--- src/rtl/ch2_pkg.sv ---
// ---------------------------------------------------------------------------
// ch2_pkg
// Shared definitions for the CH2 receive-side TDM demultiplexer.
//   - FSM state encoding (HUNT / LOCKED)
//   - default channel count and slot-counter width
//   - number of extra slots per frame. This is 1 when CH2_4DEMUX_PARITY_EN
//     is defined, because a trailing even-parity slot is then added.
//   - even-parity helper over one frame of data bits
// ---------------------------------------------------------------------------
package ch2_pkg;

  typedef enum logic {
    ST_HUNT   = 1'b0,
    ST_LOCKED = 1'b1
  } ch2_state_e;

  localparam int CH2_N_CH   = 4;
  localparam int CH2_SLOT_W = 2;

`ifdef CH2_4DEMUX_PARITY_EN
  localparam int CH2_PAR_SLOTS = 1;
`else
  localparam int CH2_PAR_SLOTS = 0;
`endif

  // Even parity bit: the value that makes the total count of ones even.
  function automatic logic ch2_even_parity(input logic [CH2_N_CH-1:0] data);
    return ^data;
  endfunction

endpackage : ch2_pkg

--- src/rtl/ch2_slot_ctr.sv ---
// ---------------------------------------------------------------------------
// ch2_slot_ctr
// Slot position counter for the CH2 demux.
// A frame is N_CH slots long. With CH2_4DEMUX_PARITY_EN it is N_CH+1 slots,
// and the counter grows by one bit.
// Ports:
//   clk_i    rising-edge clock
//   rst_i    asynchronous active-high reset (counter -> 0)
//   en_i     advance by one slot, wrapping after the last slot
//   load1_i  synchronous load to 1 (slot 0 just consumed with SYNC)
//   clr_i    synchronous clear to 0 (highest priority)
//   slot_o   index of the next slot expected
//   tc_o     high while slot_o is the last slot of the frame
// ---------------------------------------------------------------------------
module ch2_slot_ctr
  import ch2_pkg::*;
#(
  parameter int N_CH   = CH2_N_CH,
  parameter int SLOT_W = CH2_SLOT_W
) (
  input  logic                              clk_i,
  input  logic                              rst_i,
  input  logic                              en_i,
  input  logic                              load1_i,
  input  logic                              clr_i,
  output logic [SLOT_W+CH2_PAR_SLOTS-1:0]   slot_o,
  output logic                              tc_o
);

  localparam int                 CNT_W = SLOT_W + CH2_PAR_SLOTS;
  localparam logic [CNT_W-1:0]   LAST  = CNT_W'(N_CH + CH2_PAR_SLOTS - 1);
  localparam logic [CNT_W-1:0]   ZERO  = {CNT_W{1'b0}};
  localparam logic [CNT_W-1:0]   ONE   = {{(CNT_W-1){1'b0}}, 1'b1};

  logic [CNT_W-1:0] slot_d;
  logic [CNT_W-1:0] slot_q;

  // Next slot index: clear beats load beats advance.
  // The wrap is explicit so that non-power-of-2 frame lengths also work.
  always_comb begin
    slot_d = slot_q;
    if (clr_i) begin
      slot_d = ZERO;
    end else if (load1_i) begin
      slot_d = ONE;
    end else if (en_i) begin
      if (slot_q == LAST) begin
        slot_d = ZERO;
      end else begin
        slot_d = slot_q + ONE;
      end
    end else begin
      slot_d = slot_q;
    end
  end

  // Slot index register.
  always_ff @(posedge clk_i or posedge rst_i) begin
    if (rst_i) begin
      slot_q <= ZERO;
    end else begin
      slot_q <= slot_d;
    end
  end

  assign slot_o = slot_q;
  assign tc_o   = (slot_q == LAST);

endmodule : ch2_slot_ctr

--- src/rtl/ch2_4demux_tdm.sv ---
// ---------------------------------------------------------------------------
// ch2_4demux_tdm
// Receive end of the CH2 4:1 TDM channel.
// The block takes one serial bit per slot strobe and locks onto SYNC, which
// marks slot 0. It collects one bit per channel and publishes each complete
// frame on Z, with a one-cycle VALID pulse.
// Optional build macro: CH2_4DEMUX_PARITY_EN. It appends an even-parity slot
// after the data slots; Z/VALID then update on that parity slot.
// Ports:
//   CLK    rising-edge clock
//   RST    asynchronous active-high reset
//   D      serial data bit for the current slot
//   EN     slot strobe; D and SYNC are only sampled when EN=1
//   SYNC   frame marker, high together with the slot-0 bit
//   Z      last complete frame, Z[i] = bit of slot i
//   VALID  one-cycle pulse when Z is updated
//   SLOT   index of the next slot expected
//   LOCK   1 while frame-locked
//   ERR    one-cycle pulse on a framing or parity error
// ---------------------------------------------------------------------------
module ch2_4demux_tdm
  import ch2_pkg::*;
#(
  parameter int N_CH   = CH2_N_CH,
  parameter int SLOT_W = CH2_SLOT_W
) (
  input  logic                              CLK,
  input  logic                              RST,
  input  logic                              D,
  input  logic                              EN,
  input  logic                              SYNC,
  output logic [N_CH-1:0]                   Z,
  output logic                              VALID,
  output logic [SLOT_W+CH2_PAR_SLOTS-1:0]   SLOT,
  output logic                              LOCK,
  output logic                              ERR
);

  localparam int              CNT_W  = SLOT_W + CH2_PAR_SLOTS;
  localparam logic [N_CH-1:0] NZEROS = {N_CH{1'b0}};

  ch2_state_e       state_d;
  ch2_state_e       state_q;
  logic [N_CH-1:0]  staging_d;
  logic [N_CH-1:0]  staging_q;
  logic [N_CH-1:0]  z_d;
  logic [N_CH-1:0]  z_q;
  logic             valid_d;
  logic             valid_q;
  logic             err_d;
  logic             err_q;

  logic [CNT_W-1:0]  slot_s;
  logic [SLOT_W-1:0] slot_idx_s;
  logic              slot_zero_s;
  logic              ctr_tc_s;
  logic              ctr_adv_s;
  logic              ctr_load1_s;
  logic              ctr_clr_s;
  logic [N_CH-1:0]   merged_s;
  logic [N_CH-1:0]   first_s;

  ch2_slot_ctr #(
    .N_CH   (N_CH),
    .SLOT_W (SLOT_W)
  ) u_slot_ctr (
    .clk_i   (CLK),
    .rst_i   (RST),
    .en_i    (ctr_adv_s),
    .load1_i (ctr_load1_s),
    .clr_i   (ctr_clr_s),
    .slot_o  (slot_s),
    .tc_o    (ctr_tc_s)
  );

  // The low bits are enough to address a data slot. A parity slot is never
  // written into staging.
  assign slot_idx_s  = slot_s[SLOT_W-1:0];
  assign slot_zero_s = (slot_s == {CNT_W{1'b0}});
  // Fresh frame contents when slot 0 is taken: only bit 0 is meaningful.
  assign first_s     = {{(N_CH-1){1'b0}}, D};

  // Frame FSM, staging update and output next-state.
  always_comb begin
    state_d     = state_q;
    staging_d   = staging_q;
    z_d         = z_q;
    valid_d     = 1'b0;
    err_d       = 1'b0;
    ctr_adv_s   = 1'b0;
    ctr_load1_s = 1'b0;
    ctr_clr_s   = 1'b0;
    // Staging with the current bit dropped into its slot. On the last data
    // slot this is the complete frame.
    merged_s             = staging_q;
    merged_s[slot_idx_s] = D;

    case (state_q)
      ST_HUNT: begin
        if (EN && SYNC) begin
          staging_d   = first_s;
          ctr_load1_s = 1'b1;
          state_d     = ST_LOCKED;
        end else begin
          state_d = ST_HUNT;
        end
      end

      ST_LOCKED: begin
        if (!EN) begin
          state_d = ST_LOCKED;
        end else if (SYNC) begin
          // SYNC on slot 0 is the normal frame start. Anywhere else, the
          // partial frame is dropped and we resynchronise on this bit.
          err_d       = ~slot_zero_s;
          staging_d   = first_s;
          ctr_load1_s = 1'b1;
        end else if (slot_zero_s) begin
          // Slot 0 arrived without its marker: the lock is lost.
          err_d     = 1'b1;
          state_d   = ST_HUNT;
          staging_d = NZEROS;
          ctr_clr_s = 1'b1;
        end else if (ctr_tc_s) begin
`ifdef CH2_4DEMUX_PARITY_EN
          // D is the parity bit here. The data slots are already in staging.
          if (D == ch2_even_parity(staging_q)) begin
            z_d     = staging_q;
            valid_d = 1'b1;
          end else begin
            err_d = 1'b1;
          end
`else
          z_d     = merged_s;
          valid_d = 1'b1;
`endif
          staging_d = NZEROS;
          ctr_clr_s = 1'b1;
        end else begin
          staging_d = merged_s;
          ctr_adv_s = 1'b1;
        end
      end

      default: begin
        state_d   = ST_HUNT;
        staging_d = NZEROS;
        ctr_clr_s = 1'b1;
      end
    endcase
  end

  // State, staging and output registers.
  always_ff @(posedge CLK or posedge RST) begin
    if (RST) begin
      state_q   <= ST_HUNT;
      staging_q <= NZEROS;
      z_q       <= NZEROS;
      valid_q   <= 1'b0;
      err_q     <= 1'b0;
    end else begin
      state_q   <= state_d;
      staging_q <= staging_d;
      z_q       <= z_d;
      valid_q   <= valid_d;
      err_q     <= err_d;
    end
  end

  assign Z     = z_q;
  assign VALID = valid_q;
  assign ERR   = err_q;
  assign SLOT  = slot_s;
  assign LOCK  = (state_q == ST_LOCKED);

endmodule : ch2_4demux_tdm

--- config.mk ---
export PLATFORM = sky130hd
export DESIGN_NAME = ch2_4demux_tdm
export DESIGN_NICKNAME = d
export VERILOG_FILES = /design/src/rtl/ch2_pkg.sv /design/src/rtl/ch2_slot_ctr.sv /design/src/rtl/ch2_4demux_tdm.sv
export SDC_FILE = /design/constraint.sdc
export NUM_CORES = 1
export LEC_CHECK = 0
export BUFFER_PORTS_ARGS = -buffer_cell sky130_fd_sc_hd__buf_4
export CAP_MARGIN = 10
export CELL_PAD_IN_SITES_DETAIL_PLACEMENT = 1
export CELL_PAD_IN_SITES_GLOBAL_PLACEMENT = 2
export CORE_MARGIN = 2
export CORE_UTILIZATION = 29
export CTS_BUF_LIST = sky130_fd_sc_hd__clkbuf_16
export DETAILED_ROUTE_END_ITERATION = 8
export PLACE_DENSITY_LB_ADDON = 0.15
export SKIP_LAST_GASP = 1
export SYNTH_ARGS = -nofsm -noshare
export SYNTH_HDL_FRONTEND = slang
export SYNTH_HIERARCHICAL = 1
export SYNTH_SLANG_ARGS = --single-unit
export TNS_END_PERCENT = 20
--- constraint.sdc ---
create_clock -name CLK -period 1.7 [get_ports CLK]
set_input_delay 0.17 -clock CLK [delete_from_list [all_inputs] [get_ports CLK]]
set_output_delay 0.17 -clock CLK [all_outputs]
set_load 0.05 [all_outputs]
### Yosys cells after proc, flatten, opt, wreduce, memory -nomap -nowiden

Index checks and enable logic that the tools add are counted.

* add/sub/neg operators: 1
* $lt $le $gt $ge: 2
* equal/unequal tests: 3
* multiplexer cells: 39
* bitwise gates (word level): 3
* reduce and logical (&&, ||, !) cells: 6

Operator list (number)
* $mux W1: 25
* $mux W4: 5
* $mux W2: 4
* $pmux W4 S2: 1
* $reduce_and A5 Y1: 1
* $bwmux W4: 1
* $ne A2 B2 Y1 const B: 2
* $pmux W1 S2: 2
* $lt A2 B3 Y1 const B: 1
* $not A1 Y1: 3
* $reduce_bool A3 Y1: 1
* $add A2 B1 Y2 const B: 1
* $demux W1 S2: 1
* $eq A2 B2 Y1 const B: 1
* $ge A2 B1 Y1 const B: 1
* $logic_and A1 B1 Y1: 2
* $logic_not A2 Y1: 1
* $reduce_and A2 Y1: 1

* register bits: 13
* input bits: 5
* output and inout port bits: 9
* word-level logic and storage cells: 60

### Depth between registers and ports, before layout

Gate-level depths: netlist of run 1.

* depth in word-level cells: 10
* gate-level depth with buffers: 5
* mapped depth without buffers: 5

### By module

The synthesis of run 1 kept the hierarchy.

By module, submodules not included
* ch2_4demux_tdm: times used 1, cells each 53, area each 586.8 um^2
* ch2_slot_ctr: times used 1, cells each 10, area each 106.4 um^2

### Worst setup path after synthesis of run 1

OpenSTA, ideal clock, no wires.

* path type: reg2reg
* start: reg u_slot_ctr.slot_q[0] (netlist: u_slot_ctr/slot_o[0])
* end: reg u_slot_ctr.slot_q[0] (netlist: u_slot_ctr/slot_o[0])
* setup time: 0.082 ns
* arrival time: 2.017 ns
* required time: 1.618 ns
* slack: -0.399 ns
* stages on the path, launching flop included: 6
* path buffers: 0
* period minus slack after synthesis: 2.099 ns
* path through: dfrtp_1 ha_1 and4bb_2 nor2b_1 or3b_1 a31oi_1

* word-level cells in the longest chain between the ends: 7

RTL lines
* from (decl): line ch2_slot_ctr.sv:36 `logic [CNT_W-1:0] slot_q;`
* from (signal assigned): line ch2_slot_ctr.sv:62 `slot_q <= slot_d;`
* $eq A2 B2 Y1: line ch2_slot_ctr.sv:67 `assign tc_o = (slot_q == LAST);`
* net ctr_tc_s: line ch2_4demux_tdm.sv:56 `logic ctr_tc_s;`
* $mux W1: line ch2_4demux_tdm.sv:124 `end else if (ctr_tc_s) begin`
* $mux W1: line ch2_4demux_tdm.sv:118 `end else if (slot_zero_s) begin`
* $mux W1: line ch2_4demux_tdm.sv:112 `end else if (SYNC) begin`
* $mux W1: line ch2_4demux_tdm.sv:110 `if (!EN) begin`
* $mux W1: line ch2_4demux_tdm.sv:98 `case (state_q)`
* net ctr_adv_s: line ch2_4demux_tdm.sv:57 `logic ctr_adv_s;`
* $reduce_bool A3 Y1 (no source line)

The timed path passes the listed nets, and every way through them passes these cells. The select of a mux whose other input is x is not followed.
A chain may end at the register's enable or synchronous reset.

### Worst setup path in the final report of run 1

* start: reg u_slot_ctr.slot_q[1] (netlist: u_slot_ctr/slot_o[1])
* end: reg u_slot_ctr.slot_q[0] (netlist: u_slot_ctr/slot_o[0])

Same word-level chain as after synthesis.

==> run_results.csv, run 1 <==
group,metric,value,unit
pwr,p_sw_frac,0.403,
layout,layout_commonest_cell,"buf_4",
worst_setup_path,worstReg2RegEnd,"u_slot_ctr/slot_o[0]",
place,place.gp.congestion,0.692,
sta,setup_viol,0,
worst_setup_path,arrival,1810,ps
sta,rsz0062_at_grt,"yes",
sta,period_minus_slack,1660,ps
status,outcome,"completed",
cts,cts_buffers,3,
drt,vias_per_cell,4.82,
floorplanning,core_area,0.00223,sq mm
floorplanning,die_h,52.9,um
global_route,antenna_found_initial,0,
yosys,ys_warn_count,6,
worst_setup_path,endpoint_kind,"flip-flop",
cts,cts_root_buf,"clkbuf_16",
flow_run,cap_viol_max_count,0,
worst_hold_path,hp-class,"input pin to flip-flop",
place,place_ws,35.1,ps
sta,max_freq,602,MHz
pwr,seq_power_share,0.271,
cts,clock-sinks,13,
sta,finalHoldViolCount,0,
layout,nNetsFinal,95,
worst_setup_path,r2r_slack,40,ps
pwr,totalPowerFinal,1.84,mW
sta,worstMarginPinSlew,443,ps
layout,final_util,0.442,
yosys,synth_nets,70,
layout,multi_input_area,373,sq um
worst_setup_path,startpoint_type,"flip-flop",
drt,vias,554,
layout,fillers,256,
drt,ant_nets,0,
cts,insertion_delay,240,ps
place,io_buffers,13,
cts,cts.path.max_buffers,2,
global_route,grt_pass1_wl,2.65,mm
worst_setup_path,reg2reg_depth,5,
cts,cts_tree,"done",
drt,avgRoutedWirePerCell,14.0,um
worst_hold_path,min_to,"LOCK",
pwr,intPower,1.10,mW
worst_hold_path,worstHoldStart,"EN",
drt,drc,0,
pwr,p_clk_frac,0.234,
sta,fin_tns_setup,0,ps
yosys,yosysUniqueCellTypes,25,
worst_setup_path,critPathMaxFanout,3,
yosys,syn-cell-area,693,sq um
sta,slew_headroom,0.704,
drt,drt_pass1_iterations,4,
global_route,grt_pass1_vias,578,
layout,num_antenna_cells,0,
pwr,switchingPower,0.741,mW
worst_setup_path,required,1850,ps
pwr,comb_power_share,0.495,
global_route,grt_usage,0.134,
yosys,ys_seq_area_frac,0.469,
drt,wl,1.61,mm
layout,final_cell_mix,"19 x buf_4, 11 x dfrtp_1, 7 x mux2_2",
sta,skew,2.28,ps
pwr,ir_drop,0.932,mV
place,hpwl,1.19,mm
yosys,syn_inst,63,
yosys,avgSynthCellArea,11.0,sq um
worst_setup_path,worstReg2RegStart,"u_slot_ctr/slot_o[1]",
yosys,ys_ff_latch,13,
global_route,grt.overflow.total,0,
floorplanning,die_w,52.9,um
floorplanning,die-area,0.00280,sq mm
pwr,p_leak,0.464,nW
layout,regArea,333,sq um
layout,drive_gt1_frac,0.414,
sta,setup_slack,38.4,ps
worst_setup_path,cp-startpoint,"u_slot_ctr/slot_o[1]",
global_route,grt_max_degree,12,
floorplanning,start_util,0.310,
sta,min_period_over_period,0.977,
cts,clk_pin_slew,50,ps
pwr,powerDensity,1860,mW/mm^2
worst_hold_path,holdPathStages,2,
floorplanning,pin_count,14,
drt,dr.first_iter.drc_count,6,
sta,hold_ws,161,ps
sta,drv_slew,0,
floorplanning,rows,17,
worst_setup_path,critPathKind,"flip-flop to flip-flop",
layout,syn_to_final_growth,42.4,%
cts,htreeDepth,1,
## registers in the layout (all words and copies together), names as in the netlist
register	flops
LOCK	1
u_slot_ctr/slot_o	2
VALID	1
ERR	1
staging_q	4
Z	4
## synthesized netlist by cell type
master | number | area (sq um)
a21o_1 | 1 | 7.51
a21oi_1 | 1 | 5.00
a22o_1 | 1 | 8.76
a31oi_1 | 2 | 12.5
a32o_1 | 1 | 10.0
and2_1 | 1 | 6.26
and4bb_2 | 1 | 12.5
dfrtp_1 | 13 | 325
ha_1 | 2 | 25.0
inv_1 | 4 | 15.0
mux2_2 | 7 | 78.8
mux2i_1 | 2 | 20.0
nand2_1 | 5 | 18.8
nand2b_1 | 5 | 31.3
nand3_1 | 2 | 10.0
nand3b_1 | 1 | 7.51
nor2_1 | 3 | 11.3
nor2_2 | 1 | 6.26
nor2b_1 | 3 | 18.8
nor3_1 | 2 | 10.0
nor4b_4 | 1 | 23.8
o211ai_1 | 1 | 7.51
o21ai_0 | 1 | 5.00
o21bai_1 | 1 | 7.51
or3b_1 | 1 | 8.76
## routing by layer
metal | routed length [um] | global-route usage | vias up
met5 | 0 | 0 | -
met4 | 9 | 0.0513 | 0
met3 | 46 | 0.0254 | 2
met2 | 785 | 0.225 | 7
met1 | 767 | 0.170 | 272
li1 | - | - | 273
## how the worst max path moves through the flow
stage                           end  slack, ps  depth (start not counted)
5_1_grt        u_slot_ctr/slot_o[0]        -10                          5
3_3_place_gp   u_slot_ctr/slot_o[0]         80                          5
2_1_floorplan  u_slot_ctr/slot_o[0]       -120                          5
3_5_place_dp   u_slot_ctr/slot_o[0]         40                          5
4_1_cts        u_slot_ctr/slot_o[0]         30                          5
6_report       u_slot_ctr/slot_o[0]         40                          5
## cells by family (layout without fill, tap and decap cells)
kind of cell | after synthesis | count (layout) | share of synthesized area
simple gates | 26 | 26 | 0.238
flops | 13 | 13 | 0.469
compound gates | 9 | 9 | 0.0921
mux | 9 | 9 | 0.143
buf+inv | 4 | 28 | 0.0217
fa+ha+maj | 2 | 2 | 0.0361
## layout make-up
type | count | area share
clock buffer | 3 | 0.0760
clock inverter | 1 | 0.00380
sequential | 13 | 0.337
tap | 28 | 0.0355
multi-input combinational | 46 | 0.378
inverter | 4 | 0.0152
timing repair buffer | 20 | 0.155
## what timing repair did
| item | in CTS | in global routing |
|---|---|---|
| endpoints found under the hold margin | 13 | 0 |
| buffers inserted | 0 | 1 |
| resized for setup | 0 | 0 |
| hold buffers | 1 | 0 |
| setup endpoints to repair | 0 | 1 |
## per-stage QoR
step,instance area (sq um),instances
after global routing,987,115
after global placement,891,109
final,987,115
after floorplan,721,63
after CTS,980,114
after detailed placement,891,109
## power groups by stage
| stage | Sequential, mW | Combinational [mW] | Clock, mW |
|---|---|---|---|
| floorplan | 0.772 | 0.350 | 0 |
| global placement | 0.498 | 0.905 | 0 |
| detailed placement | 0.508 | 0.908 | 0 |
| CTS | 0.502 | 0.914 | 0.445 |
| global route | 0.513 | 0.989 | 0.466 |
| finish | 0.498 | 0.910 | 0.431 |
## critical path, stage by stage (launching register included)
cell      delay, ps
dfrtp_4         480
ha_4            160
and4bb_2        290
nor2b_4         150
or3b_1          360
a31oi_1         140
(Power assumes the default switching activity.)
==> run 2: changes to the inputs <==
--- a/config.mk
+++ b/config.mk
@@ -10,13 +10,12 @@
 export CELL_PAD_IN_SITES_DETAIL_PLACEMENT = 1
 export CELL_PAD_IN_SITES_GLOBAL_PLACEMENT = 2
 export CORE_MARGIN = 2
-export CORE_UTILIZATION = 29
+export CORE_UTILIZATION = 30
 export CTS_BUF_LIST = sky130_fd_sc_hd__clkbuf_16
 export DETAILED_ROUTE_END_ITERATION = 8
 export PLACE_DENSITY_LB_ADDON = 0.15
 export SKIP_LAST_GASP = 1
 export SYNTH_ARGS = -nofsm -noshare
 export SYNTH_HDL_FRONTEND = slang
-export SYNTH_HIERARCHICAL = 1
 export SYNTH_SLANG_ARGS = --single-unit
 export TNS_END_PERCENT = 20
==> run 2 against run 1 <==
Effect of this change:
- worst hold slack improved by 37 ps
- total power is 6.6% lower
- cell count down 10%
==> run_results.csv, run 2 <==
group,metric,value,unit
global_route,grt.overflow.total,0,
drt,vias_per_cell,4.69,
layout,nNetsFinal,86,
sta,rsz0062_at_grt,"no",
layout,syn_to_final_growth,31.6,%
worst_setup_path,slowest_delay,400,ps
floorplanning,core_area,0.00217,sq mm
cts,clock-sinks,13,
sta,skew,1.67,ps
pwr,ir_drop,0.670,mV
floorplanning,start_util,0.314,
yosys,yosys-top-cells-area,"dfrtp_1 48%, mux2_2 12%, ha_1 9.2%, o21ai_0 4.4%, nor4b_4 3.5%",
cts,htreeDepth,1,
yosys,syn-cell-area,681,sq um
global_route,grt_pass1_wl,2.64,mm
worst_setup_path,critPathMaxFanout,6,
layout,num_antenna_cells,0,
worst_setup_path,worstReg2RegStart,"u_slot_ctr.slot_o[0]",
flow_run,cap_viol_max_count,0,
yosys,ys_ff_latch,13,
sta,drv_slew,0,
sta,period_minus_slack,1570,ps
floorplanning,rows,17,
worst_setup_path,r2r_slack,130,ps
layout,drive_gt1_frac,0.427,
yosys,synth_common_cells,"13 x dfrtp_1, 7 x mux2_2, 6 x inv_1, 6 x o21ai_0, 5 x ha_1",
worst_setup_path,arrival,1690,ps
sta,setup_viol,0,
layout,final_cell_mix,"14 x buf_4, 10 x dfrtp_1, 7 x mux2_2, 6 x inv_1, 6 x o21ai_0",
worst_setup_path,path_buf_inv,1,
floorplanning,die-area,0.00267,sq mm
worst_setup_path,crit_chain,"inv_1, ha_2, nor4b_4, mux2_2",
place,io_buffers,13,
yosys,synth_top_cell_by_area,"dfrtp_1",
layout,regArea,329,sq um
global_route,antenna_found_initial,0,
worst_hold_path,hp-class,"input pin to flip-flop",
layout,layout_commonest_cell,"buf_4",
drt,dr.first_iter.drc_count,6,
sta,fin_tns_setup,0,ps
worst_setup_path,startpoint_type,"flip-flop",
yosys,async_flop_share,1.00,
place,hpwl,1.09,mm
layout,fillers,249,
worst_setup_path,crit_family,"flip-flops",
sta,max_freq,636,MHz
drt,avgRoutedWirePerCell,14.4,um
yosys,syn_inst,60,
worst_setup_path,worstReg2RegEnd,"Z[3]",
worst_setup_path,critPathKind,"flip-flop to flip-flop",
yosys,avgSynthCellArea,11.3,sq um
worst_setup_path,endpoint_kind,"flip-flop",
yosys,yosysMostFrequentCell,"dfrtp_1",
worst_hold_path,min_to,"VALID",
floorplanning,pin_count,14,
worst_setup_path,reg2reg_depth,4,
cts,clk_pin_slew,50,ps
sta,worstMarginPinSlew,506,ps
yosys,yosys.area.top_type_share,0.478,
sta,slew_headroom,0.662,
global_route,grt_usage,0.138,
yosys,synth_edf_count,0,
pwr,powerDensity,1920,mW/mm^2
yosys,yosysUniqueCellTypes,24,
worst_setup_path,required,1820,ps
worst_setup_path,cpMaxStageDelayCell,"dfrtp_2",
yosys,ys.flop_type,"dfrtp_1",
cts,insertion_delay,240,ps
floorplanning,die_w,51.6,um
global_route,grt_max_degree,14,
cts,cts.path.max_buffers,2,
yosys,synth_nets,70,
place,place.gp.congestion,0.683,
yosys,ys_seq_area_frac,0.478,
cts,cts_buffers,3,
worst_hold_path,holdPathStages,2,
cts,cts_tree,"done",
pwr,totalPowerFinal,1.72,mW
worst_hold_path,worstHoldStart,"SYNC",
global_route,grt_pass1_vias,542,
pwr,p_leak,0.433,nW
drt,drc,0,
drt,drt_pass1_iterations,3,
drt,vias,483,
yosys,ys_warn_count,0,
drt,wl,1.48,mm
cts,cts-resized-gates,0,
floorplanning,die_h,51.6,um
cts,cts_root_buf,"clkbuf_16",
sta,min_period_over_period,0.924,
drt,ant_nets,0,
sta,finalHoldViolCount,0,
status,outcome,"completed",
layout,multi_input_area,314,sq um
## run 2: cell count changes in the layout (fill, tap and decap cells not counted), moves of 3 or more
cell      change
buf_4         -5
nand2b_1      -5
o21ai_0       +5
dfrtp_2       +3
ha_1          +3
## run 2: where the power goes
group | internal (mW) | switching (mW) | total [mW]
clock | 0.313 | 0.128 | 0.441
combinational | 0.291 | 0.491 | 0.783
sequential | 0.402 | 0.0928 | 0.495
total | 1.01 | 0.712 | 1.72
## run 2: layout make-up
cell class,count,share of cell area
Timing Repair Buffer,15,0.128
Clock inverter,1,0.00559
Sequential cell,13,0.367
Multi-Input combinational cell,37,0.351
Clock buffer,3,0.0838
Inverter,6,0.0251
Tap cell,28,0.0391
## run 2: routing by layer
metal	global-route usage	wire, um
met3	0.0431	54
met4	0.0395	8
met2	0.224	715
met1	0.176	704
met5	0	0
## run 2: worst register-to-register path: cells and delay by family, from the launching register on
| family | cells | cell delay, ps |
|---|---|---|
| adders and majority gates | 1 | 240 |
| buffers and inverters | 1 | 80 |
| DFF | 1 | 400 |
| muxes | 1 | 380 |
| and+or+nand+nor | 1 | 360 |
## run 2: metrics by stage
| step | utilization | instance area, sq um | worst slack, ps | cells | hold WS (ps) |
|---|---|---|---|---|---|
| floorplan | - | 688 | 3.96 | 60 | 46.8 |
| global placement | 0.371 | 806 | 139 | 98 | 239 |
| detailed placement | 0.371 | 806 | 96.1 | 98 | 241 |
| CTS | 0.413 | 896 | 88.9 | 103 | 197 |
| global route | 0.413 | 896 | 37.3 | 103 | 207 |
| finish | 0.413 | 896 | 129 | 103 | 198 |
## run 2: cell families (layout without fill, tap and decap cells)
kind of cell / Yosys count / in the layout / synth area share
buffers and inverters: 10 / 25 / 0.0643
AOI/OAI and AO/OA: 12 / 12 / 0.112
DFF: 13 / 13 / 0.478
adders and majority gates: 5 / 5 / 0.0919
and+or+nand+nor: 13 / 13 / 0.138
muxes: 7 / 7 / 0.116
## run 2: worst max-delay path by stage
stage                              start    to  slack [ps]  depth (start not counted)
detailed placement  u_slot_ctr.slot_o[0]  Z[0]         100                          4
global route        u_slot_ctr.slot_o[0]  Z[3]          40                          4
CTS                 u_slot_ctr.slot_o[0]  Z[1]          90                          4
finish              u_slot_ctr.slot_o[0]  Z[3]         130                          4
floorplan           u_slot_ctr.slot_o[0]  Z[0]           4                          4
global placement    u_slot_ctr.slot_o[0]  Z[3]         140                          4
## run 2: what timing repair did
item | CTS | global route
setup endpoints to repair | 0 | 3
setup buffers | 0 | 0
hold buffers | 1 | 0
hold endpoints to repair | 13 | 0
